**src/rtl/led_drv_pkg.sv**
```systemverilog
// Shared encodings for the LED status driver: display modes, staging FSM states, LED width.
package led_drv_pkg;

    localparam int LED_W = 8;

    typedef enum logic [1:0] {
        MODE_OFF    = 2'b00,
        MODE_STATIC = 2'b01,
        MODE_BLINK  = 2'b10,
        MODE_DIM    = 2'b11
    } mode_e;

    typedef enum logic {
        ST_EMPTY   = 1'b0,
        ST_PENDING = 1'b1
    } state_e;

endpackage

```
**src/rtl/led_status_driver_if.sv**
```systemverilog
// Configuration handshake between the CPU core (master) and the LED driver (slave).
interface led_status_driver_if #(
    parameter int PWM_BITS = 4
);
    import led_drv_pkg::*;

    logic                wr_valid;
    logic                wr_ready;
    logic [LED_W-1:0]    wr_data;
    logic [1:0]          wr_mode;
    logic [PWM_BITS-1:0] wr_duty;

    modport master (
        output wr_valid, wr_data, wr_mode, wr_duty,
        input  wr_ready
    );

    modport slave (
        input  wr_valid, wr_data, wr_mode, wr_duty,
        output wr_ready
    );
endinterface

```
**src/rtl/led_tick_gen.sv**
```systemverilog
// Divide-by-HALF tick generator: one-cycle wrap pulse and a phase bit toggling on each wrap.
module led_tick_gen #(
    parameter int HALF = 10
) (
    input  logic clk,
    input  logic rst_n,
    input  logic restart,
    output logic wrap,
    output logic phase
);
    localparam int CW = (HALF > 1) ? $clog2(HALF) : 1;
    localparam logic [CW-1:0] LAST = CW'(HALF - 1);

    logic [CW-1:0] cnt;

    assign wrap = (cnt == LAST) && !restart;

    // restart wins over a coincident wrap so the new run always starts lit
    always_ff @(posedge clk or negedge rst_n) begin
        if (!rst_n) begin
            cnt   <= '0;
            phase <= 1'b1;
        end else if (restart) begin
            cnt   <= '0;
            phase <= 1'b1;
        end else if (cnt == LAST) begin
            cnt   <= '0;
            phase <= ~phase;
        end else begin
            cnt   <= cnt + 1'b1;
        end
    end
endmodule

```
**src/rtl/led_status_driver.sv**
```systemverilog
// Stages LED configurations from the core and applies them at PWM frame boundaries.
// Optional LED_HEARTBEAT_EN: LEDG[7] becomes a free-running heartbeat.
module led_status_driver
    import led_drv_pkg::*;
#(
    parameter int CLK_HZ   = 50000000,
    parameter int BLINK_HZ = 1,
    parameter int PWM_BITS = 4
) (
    input  logic                 CLOCK_50,
    input  logic                 KEY0,
    led_status_driver_if.slave   wr,
    output logic [LED_W-1:0]     LEDG
);
    localparam int HALF = CLK_HZ / (2 * BLINK_HZ);

    state_e              state;
    logic                ready_q;
    mode_e               sh_mode, act_mode;
    logic [LED_W-1:0]    sh_data, act_data;
    logic [PWM_BITS-1:0] sh_duty, act_duty;
    logic [PWM_BITS-1:0] pwm_cnt;
    logic                frame_end, transfer, apply_blink;
    logic                blink_phase, blink_wrap_unused;
    logic [LED_W-1:0]    led_next;

    function automatic logic [LED_W-1:0] map_led(input mode_e m, input logic [LED_W-1:0] d,
                                                 input logic ph, input logic dim_on);
        case (m)
            MODE_STATIC: map_led = d;
            MODE_BLINK:  map_led = ph ? d : '0;
            MODE_DIM:    map_led = dim_on ? d : '0;
            default:     map_led = '0;
        endcase
    endfunction

    assign frame_end   = (pwm_cnt == '1);
    assign transfer    = wr.wr_valid && ready_q;
    assign apply_blink = (state == ST_PENDING) && frame_end && (sh_mode == MODE_BLINK);
    assign wr.wr_ready = ready_q;

    // A capture in EMPTY never applies in the same cycle, even on a frame end
    always_ff @(posedge CLOCK_50 or negedge KEY0) begin
        if (!KEY0) begin
            state    <= ST_EMPTY;
            ready_q  <= 1'b1;
            sh_mode  <= MODE_OFF;
            sh_data  <= '0;
            sh_duty  <= '0;
            act_mode <= MODE_OFF;
            act_data <= '0;
            act_duty <= '0;
        end else begin
            case (state)
                ST_EMPTY: begin
                    if (transfer) begin
                        sh_mode <= mode_e'(wr.wr_mode);
                        sh_data <= wr.wr_data;
                        sh_duty <= wr.wr_duty;
                        state   <= ST_PENDING;
                        ready_q <= 1'b0;
                    end
                end
                ST_PENDING: begin
                    if (frame_end) begin
                        act_mode <= sh_mode;
                        act_data <= sh_data;
                        act_duty <= sh_duty;
                        state    <= ST_EMPTY;
                        ready_q  <= 1'b1;
                    end
                end
                default: begin
                    state   <= ST_EMPTY;
                    ready_q <= 1'b1;
                end
            endcase
        end
    end

    always_ff @(posedge CLOCK_50 or negedge KEY0) begin
        if (!KEY0) pwm_cnt <= '0;
        else       pwm_cnt <= pwm_cnt + 1'b1;
    end

    led_tick_gen #(.HALF(HALF)) u_blink (
        .clk     (CLOCK_50),
        .rst_n   (KEY0),
        .restart (apply_blink),
        .wrap    (blink_wrap_unused),
        .phase   (blink_phase)
    );

`ifdef LED_HEARTBEAT_EN
    logic hb_phase, hb_wrap_unused;

    led_tick_gen #(.HALF(HALF)) u_heartbeat (
        .clk     (CLOCK_50),
        .rst_n   (KEY0),
        .restart (1'b0),
        .wrap    (hb_wrap_unused),
        .phase   (hb_phase)
    );
`endif

    always_comb begin
        led_next = map_led(act_mode, act_data, blink_phase, pwm_cnt < act_duty);
`ifdef LED_HEARTBEAT_EN
        led_next[LED_W-1] = hb_phase;
`endif
    end

    always_ff @(posedge CLOCK_50 or negedge KEY0) begin
        if (!KEY0) LEDG <= '0;
        else       LEDG <= led_next;
    end
endmodule

```
**src/flat_wrapper.sv**
```systemverilog
// flat-port wrapper written by rule: the top's interface ports become plain ports
module led_status_driver_flat import led_drv_pkg::*;
#(
    parameter int CLK_HZ   = 50000000,
    parameter int BLINK_HZ = 1,
    parameter int PWM_BITS = 4
)
  (CLOCK_50, KEY0, LEDG, wr_wr_valid, wr_wr_data, wr_wr_mode, wr_wr_duty, wr_wr_ready);
  led_status_driver_if #(.PWM_BITS(PWM_BITS)) wr_i ();
  input  logic CLOCK_50;
  input  logic KEY0;
  output logic [LED_W-1:0] LEDG;
  input wire logic [$bits(wr_i.wr_valid)-1:0] wr_wr_valid;
  input wire logic [$bits(wr_i.wr_data)-1:0] wr_wr_data;
  input wire logic [$bits(wr_i.wr_mode)-1:0] wr_wr_mode;
  input wire logic [$bits(wr_i.wr_duty)-1:0] wr_wr_duty;
  output wire logic [$bits(wr_i.wr_ready)-1:0] wr_wr_ready;
  assign wr_i.wr_valid = wr_wr_valid;
  assign wr_i.wr_data = wr_wr_data;
  assign wr_i.wr_mode = wr_wr_mode;
  assign wr_i.wr_duty = wr_wr_duty;
  assign wr_wr_ready = wr_i.wr_ready;
  led_status_driver #(.CLK_HZ(CLK_HZ), .BLINK_HZ(BLINK_HZ), .PWM_BITS(PWM_BITS)) u_core (.CLOCK_50(CLOCK_50), .KEY0(KEY0), .wr(wr_i), .LEDG(LEDG));
endmodule
```
**config.mk**
```make
export PLATFORM = sky130hd
export DESIGN_NAME = led_status_driver_flat
export DESIGN_NICKNAME = d
export VERILOG_FILES = /design/src/rtl/led_drv_pkg.sv /design/src/rtl/led_status_driver_if.sv /design/src/rtl/led_tick_gen.sv /design/src/rtl/led_status_driver.sv /design/src/flat_wrapper.sv
export SDC_FILE = /design/constraint.sdc
export NUM_CORES = 1
export LEC_CHECK = 0
export ABC_AREA = 1
export CAP_MARGIN = 0
export CELL_PAD_IN_SITES_DETAIL_PLACEMENT = 1
export CELL_PAD_IN_SITES_GLOBAL_PLACEMENT = 2
export CORE_AREA = 2 2 105 107
export DETAILED_ROUTE_END_ITERATION = 7
export DIE_AREA = 0 0 107 109
export PLACE_DENSITY_LB_ADDON = 0.1
export SLEW_MARGIN = 20
export SYNTH_ARGS = -nofsm -noshare
export SYNTH_HDL_FRONTEND = slang
export SYNTH_SLANG_ARGS = --single-unit
```
**constraint.sdc**
```tcl
create_clock -name CLOCK_50 -period 2.2 [get_ports CLOCK_50]
set_input_delay 0.55 -clock CLOCK_50 [delete_from_list [all_inputs] [get_ports CLOCK_50]]
set_output_delay 0.55 -clock CLOCK_50 [all_outputs]
set_load 0.01 [all_outputs]
```
# After elaboration in Yosys (flattened, before gate mapping)
# Cells that the tools add are included.
[totals] elab_cells=45 romBits=0 memories=0 register_bits=68 output_inout_bits=9 in_bits=17 ram_bits=0 latchBits=0
[classes] shift=0 mul=0 addsub=2 muxes=13 div=0 eq_ne=8 n_bitwise=2 n_reduce_logical=7 order_cmp=1
[ops] operator="25-bit 2-to-1 mux" n=2
[ops] operator="25-bit by 1-bit adder with 25-bit output (second input constant)" n=1
[ops] operator="25-bit == test (second input constant)" n=1
[ops] operator="8-bit case mux with 3 select lines" n=1
[ops] operator="8-bit 2-to-1 mux" n=2
[ops] operator="2-bit == test (second input constant)" n=3
[ops] operator="1-bit 2-to-1 mux" n=6
[ops] operator="2-bit AND reduction" n=3
[ops] operator="4-bit by 1-bit adder with 4-bit output (second input constant)" n=1
[ops] operator="4-bit == test (second input constant)" n=1
[ops] operator="4-bit < comparator" n=1
[ops] operator="1-bit case mux with 2 select lines" n=2
[ops] operator="1-bit logical AND" n=3
[ops] operator="2-bit by 1-bit == test with 1-bit output (second input constant)" n=1
[ops] operator="2-bit by 1-bit != test with 1-bit output (second input constant)" n=1
[ops] operator="2-bit != test (second input constant)" n=1
[ops] operator="1-bit inverter" n=2
[ops] operator="2-bit nonzero test" n=1

# Logic depth before layout (Yosys ltp)
[depth] word_depth=4 mapped_depth=9 ltp_nobuf=9

# Cells and area by module
# From an unflattened synthesis, not the netlist that was laid out.
[hier_totals] cells_unflattened=411 hier_area_um2=3358.2
[by_module_without_submodules] mod="led_status_driver" n_inst=1 seq_area_each_um2=1052.3 cells_each=170 area_per_inst_um2=1730.4
[by_module_without_submodules] mod="led_tick_gen" n_inst=1 seq_area_each_um2=651.9 cells_each=241 area_per_inst_um2=1627.8

# Worst setup path before layout
# OpenSTA, ideal clock, no wires.
[synth_timing] path_kind="register to register" from="register u_core.pwm_cnt[1]" to="register u_core.u_blink.cnt[16]" period_less_slack_ns=1.480 setup_time_ns=0.119 required_time_ns=2.081 setup_slack_ns=0.720 t_arrival_ns=1.361 path_stages_with_launch=10 path_cell_list="dfrtp_1 -> ha_1 -> nand3_2 -> nor2_4 -> nand2_4 -> nor2_8 -> inv_4 -> o21ai_4 -> buf_8 -> nor2_2"
[synth_between] elab_chain_cells=4
[synth_lines] element="start, declared" line="led_status_driver.sv:22" rtl="logic [PWM_BITS-1:0] pwm_cnt;"
[synth_lines] element="start signal, assigned" line="led_status_driver.sv:83" rtl="else pwm_cnt <= pwm_cnt + 1'b1;"
[synth_lines] element="4-bit == test" line="led_status_driver.sv:37" rtl="assign frame_end = (pwm_cnt == '1);"
[synth_lines] element="1-bit logical AND (2 in a row)" line="led_status_driver.sv:39" rtl="assign apply_blink = (state == ST_PENDING) && frame_end && (sh_mode == MODE_BLINK);"
[synth_lines] element="25-bit 2-to-1 mux" line="led_tick_gen.sv:23" rtl="end else if (restart) begin"
[synth_lines] element="end signal, assigned" line="led_tick_gen.sv:30" rtl="cnt <= cnt + 1'b1;"
[synth_lines] element="end, declared" line="led_tick_gen.sv:14" rtl="logic [CW-1:0] cnt;"
# No other way between the ends.
# A chain may end at the register's enable or synchronous reset.

# Worst setup path in the final report
[layout_timing] from="register u_core.ready_q, in the netlist u_core.wr.wr_ready" to="output port wr_wr_ready"
[layout_rtl] element="start, declared" line="led_status_driver.sv:18" rtl="logic ready_q;"
[layout_rtl] element="start signal, assigned" line="led_status_driver.sv:46" rtl="ready_q <= 1'b1;"
[layout_rtl] element="start signal, assigned" line="led_status_driver.sv:61" rtl="ready_q <= 1'b0;"
[layout_rtl] element="start signal, assigned" line="led_status_driver.sv:70" rtl="ready_q <= 1'b1;"
[layout_rtl] element="end, declared" line="flat_wrapper.sv:17" rtl="output wire logic [$bits(wr_i.wr_ready)-1:0] wr_wr_ready;"
# No word-level cell between the ends.

==> results.py <==
metrics = {
    "status": {
        "status": "finished clean",
    },
    "sta": {
        "hold_viol": 0,
        "setup_viol": 0,
        "grt_setup_unrepaired": "no",
        "fin_crit_ns": 1.97,
        "slew_headroom": 0.638,
        "clock_skew_ns": 0.0102,
        "fin_crit_sh": 0.894,
        "finalSetupTns_ns": 0,
        "report.final.slew_viol_count": 0,
        "finalWorstSetupSlack_ns": 0.234,
        "fmax_mhz": 509,
        "tightest_slew_ns": 0.541,
    },
    "synth": {
        "syn-cell-area_um2": 3110,
        "seq_area_frac_synth": 0.549,
        "synth_fp_nets": 387,
        "ys_warn_count": 0,
        "synth_top_family_by_area": "simple AND/OR/NAND/NOR gates",
        "netlist_instances": 365,
        "synth_area_leaders": "dfrtp_1 (53%), nand2_1 (15%), nor2_1 (7.6%)",
        "synthAdderAreaFrac": 0.0201,
        "synthXorXnorAreaFrac": 0.0423,
        "synth_mux_area_frac": 0,
        "synth_top_area_frac": 0.532,
        "synth_compound_area_frac": 0.0415,
        "ys_types": 30,
        "yosysTopAreaCell": "dfrtp_1",
        "ys_ff_latch": 68,
        "yosys.area_share.simple": 0.297,
        "syn-mean-instance-area_um2": 8.51,
    },
    "cells_and_area": {
        "final_cells": 547,
        "design_area_um2": 3720,
        "nNetsFinal": 424,
        "diodes": 0,
        "layout_common_cells": "nand2_1 (122), dfrtp_1 (66), nor2_1 (63), inv_1 (32), clkdlybuf4s50_1 (24)",
        "layout_commonest_cell": "nand2_1",
        "area_delta_synth_final_pct": 19.8,
        "drive_gt1_frac": 0.111,
    },
    "placed_design": {
        "place_ws_ns": 0.396,
        "postPlaceCellArea_um2": 3550,
        "dp_hpwl_um": 5490,
        "gp_congestion": 0.799,
        "dpl.cell_count": 531,
        "io_buffers": 25,
    },
    "detailed_routing": {
        "wirelength_um": 7370,
        "vias_per_cell": 4.28,
        "wl_per_cell_um": 13.5,
        "drt_iter0_markers": 98,
        "firstDrtPassIters": 4,
        "drcViolationCount": 0,
        "vias": 2340,
        "postRouteAntennaNets": 0,
    },
    "floorplan": {
        "core_um2": 10600,
        "dieArea_um2": 11700,
        "rows": 38,
        "die_width_um": 107,
        "dieHeight_um": 109,
        "ios": 26,
        "start_util": 0.293,
    },
    "clock_tree": {
        "clock_sinks": 68,
        "cts-resized-gates": 0,
        "post-cts-setup-buffer-count": 0,
        "cts_tree": "yes",
        "clk_latency_ns": 0.34,
        "root_buffer": "clkbuf_8",
        "numCtsBuffers": 9,
        "cts_buffer_depth": 2,
        "htreeDepth": 3,
        "cts_hold_buffers": 0,
        "clkTransAtPathRegs_ns": 0.08,
    },
    "setup_path": {
        "critPathTopFamily": "flip-flops",
        "cp_slowest_cell": "dfstp_2",
        "worst_setup_path_start_kind": "flip-flop",
        "slowest_delay_ns": 0.54,
        "required_ns": 1.65,
        "endpoint_kind": "output pin",
        "arrival_ns": 1.42,
        "crit_type": "flip-flop to output pin",
        "cp_cell_sequence": "clkdlybuf4s50_1",
        "worstPathMaxFanout": 3,
        "critPathBufInv": 1,
    },
    "grt": {
        "grt_use_total": 0.147,
        "grt_max_degree": 38,
        "antenna_found_initial": 0,
        "grt_overflow": 0,
        "grt_pass1_vias": 2595,
        "grt_pass1_wl_um": 12900,
    },
    "pwr": {
        "p_per_area_nw_per_um2": 905,
        "cellLeakagePower_uw": 0.00172,
        "power_uw": 3370,
        "worst_ir_drop_vdd_uv": 331,
    },
    "worst_hold_path": {
        "hp-class": "input pin to async pin",
    },
    "job": {
        "cap_violations": 0,
    },
}
==> power breakdown <==
part           leakage, µW  switching [µW]  internal (µW)
sequential        0.000880             169           1580
combinational     0.000751             379            343
clock            0.0000848             494            402
==> synth_stat cells <==
| cell type | n |
|---|---|
| nor2_8 | 1 |
| o21ai_4 | 1 |
| xor2_1 | 8 |
| nand3_1 | 10 |
| nand2_4 | 1 |
| nor2_1 | 63 |
| a21o_1 | 1 |
| nand3_2 | 2 |
| inv_1 | 32 |
| o21ai_0 | 14 |
| nand2_1 | 122 |
| nor2_2 | 11 |
| nor2_4 | 2 |
| nor3_1 | 3 |
| xnor2_1 | 7 |
| ha_1 | 5 |
| buf_2 | 1 |
| a211oi_1 | 1 |
| clkbuf_1 | 3 |
| inv_4 | 1 |
| o21bai_1 | 1 |
| a22oi_1 | 1 |
| nand3b_1 | 1 |
| buf_8 | 1 |
| dfrtp_1 | 66 |
| nand4_1 | 1 |
| a21oi_1 | 1 |
| nand2_2 | 1 |
| dfstp_2 | 2 |
| a21boi_0 | 1 |
==> logic make-up after synthesis <==
logic type | count (synthesis)
and+or+nand+nor | 218
buffers and inverters | 38
xor gates and xnor gates | 15
AOI/OAI and AO/OA | 21
DFF | 68
adders and majority gates | 5
==> registers in the layout (all words and copies together) (netlist names) <==
name                  flops
u_core.u_blink.cnt       25
u_core.LEDG               8
u_core.act_data           8
u_core.sh_data            8
u_core.act_duty           4
u_core.pwm_cnt            4
u_core.sh_duty            4
u_core.act_mode           2
u_core.sh_mode            2
u_core.state              1
u_core.u_blink.phase      1
u_core.wr.wr_ready        1
==> layout make-up <==
class,count,area (µm²)
fill,1272,6880
sequential,68,1700
multi-input combinational,259,1240
timing repair buffer,31,303
tap,140,175
inverter,33,126
clock buffer,9,124
clock inverter,7,43.8
==> stage by stage <==
| stage | hold WS [ns] | utilization |
|---|---|---|
| final | 0.159 | 0.351 |
| after global routing | 0.166 | 0.351 |
| after CTS | 0.166 | 0.351 |
| after detailed placement | 0.465 | 0.335 |
| after global placement | 0.457 | 0.335 |
| after floorplan | 0.254 | - |
==> routing by layer <==
| metal | GRT usage | part of all wire |
|---|---|---|
| met1 | 0.178 | 0.46 |
| met2 | 0.252 | 0.50 |
| met3 | 0.0383 | 0.027 |
| met4 | 0.0529 | 0.011 |
| met5 | 0 | 0 |
==> worst paths after layout <==
path | from | slack (ns) | endpoint | cells past startpoint
setup / recovery | u_core.wr.wr_ready | 0.23 | wr_wr_ready | 1
hold / removal | KEY0 | 0.16 | u_core.u_blink.cnt[10] | 1
setup reg to reg | u_core.u_blink.cnt[0] | 0.41 | u_core.u_blink.phase | 7
hold reg to reg | u_core.state | 0.48 | u_core.state | 2
max in group asynchronous | KEY0 | 1.38 | u_core.wr.wr_ready | 2
min in group CLOCK_50 | u_core.state | 0.48 | u_core.state | 2
No activity file was read; power rests on OpenSTA's default activity.
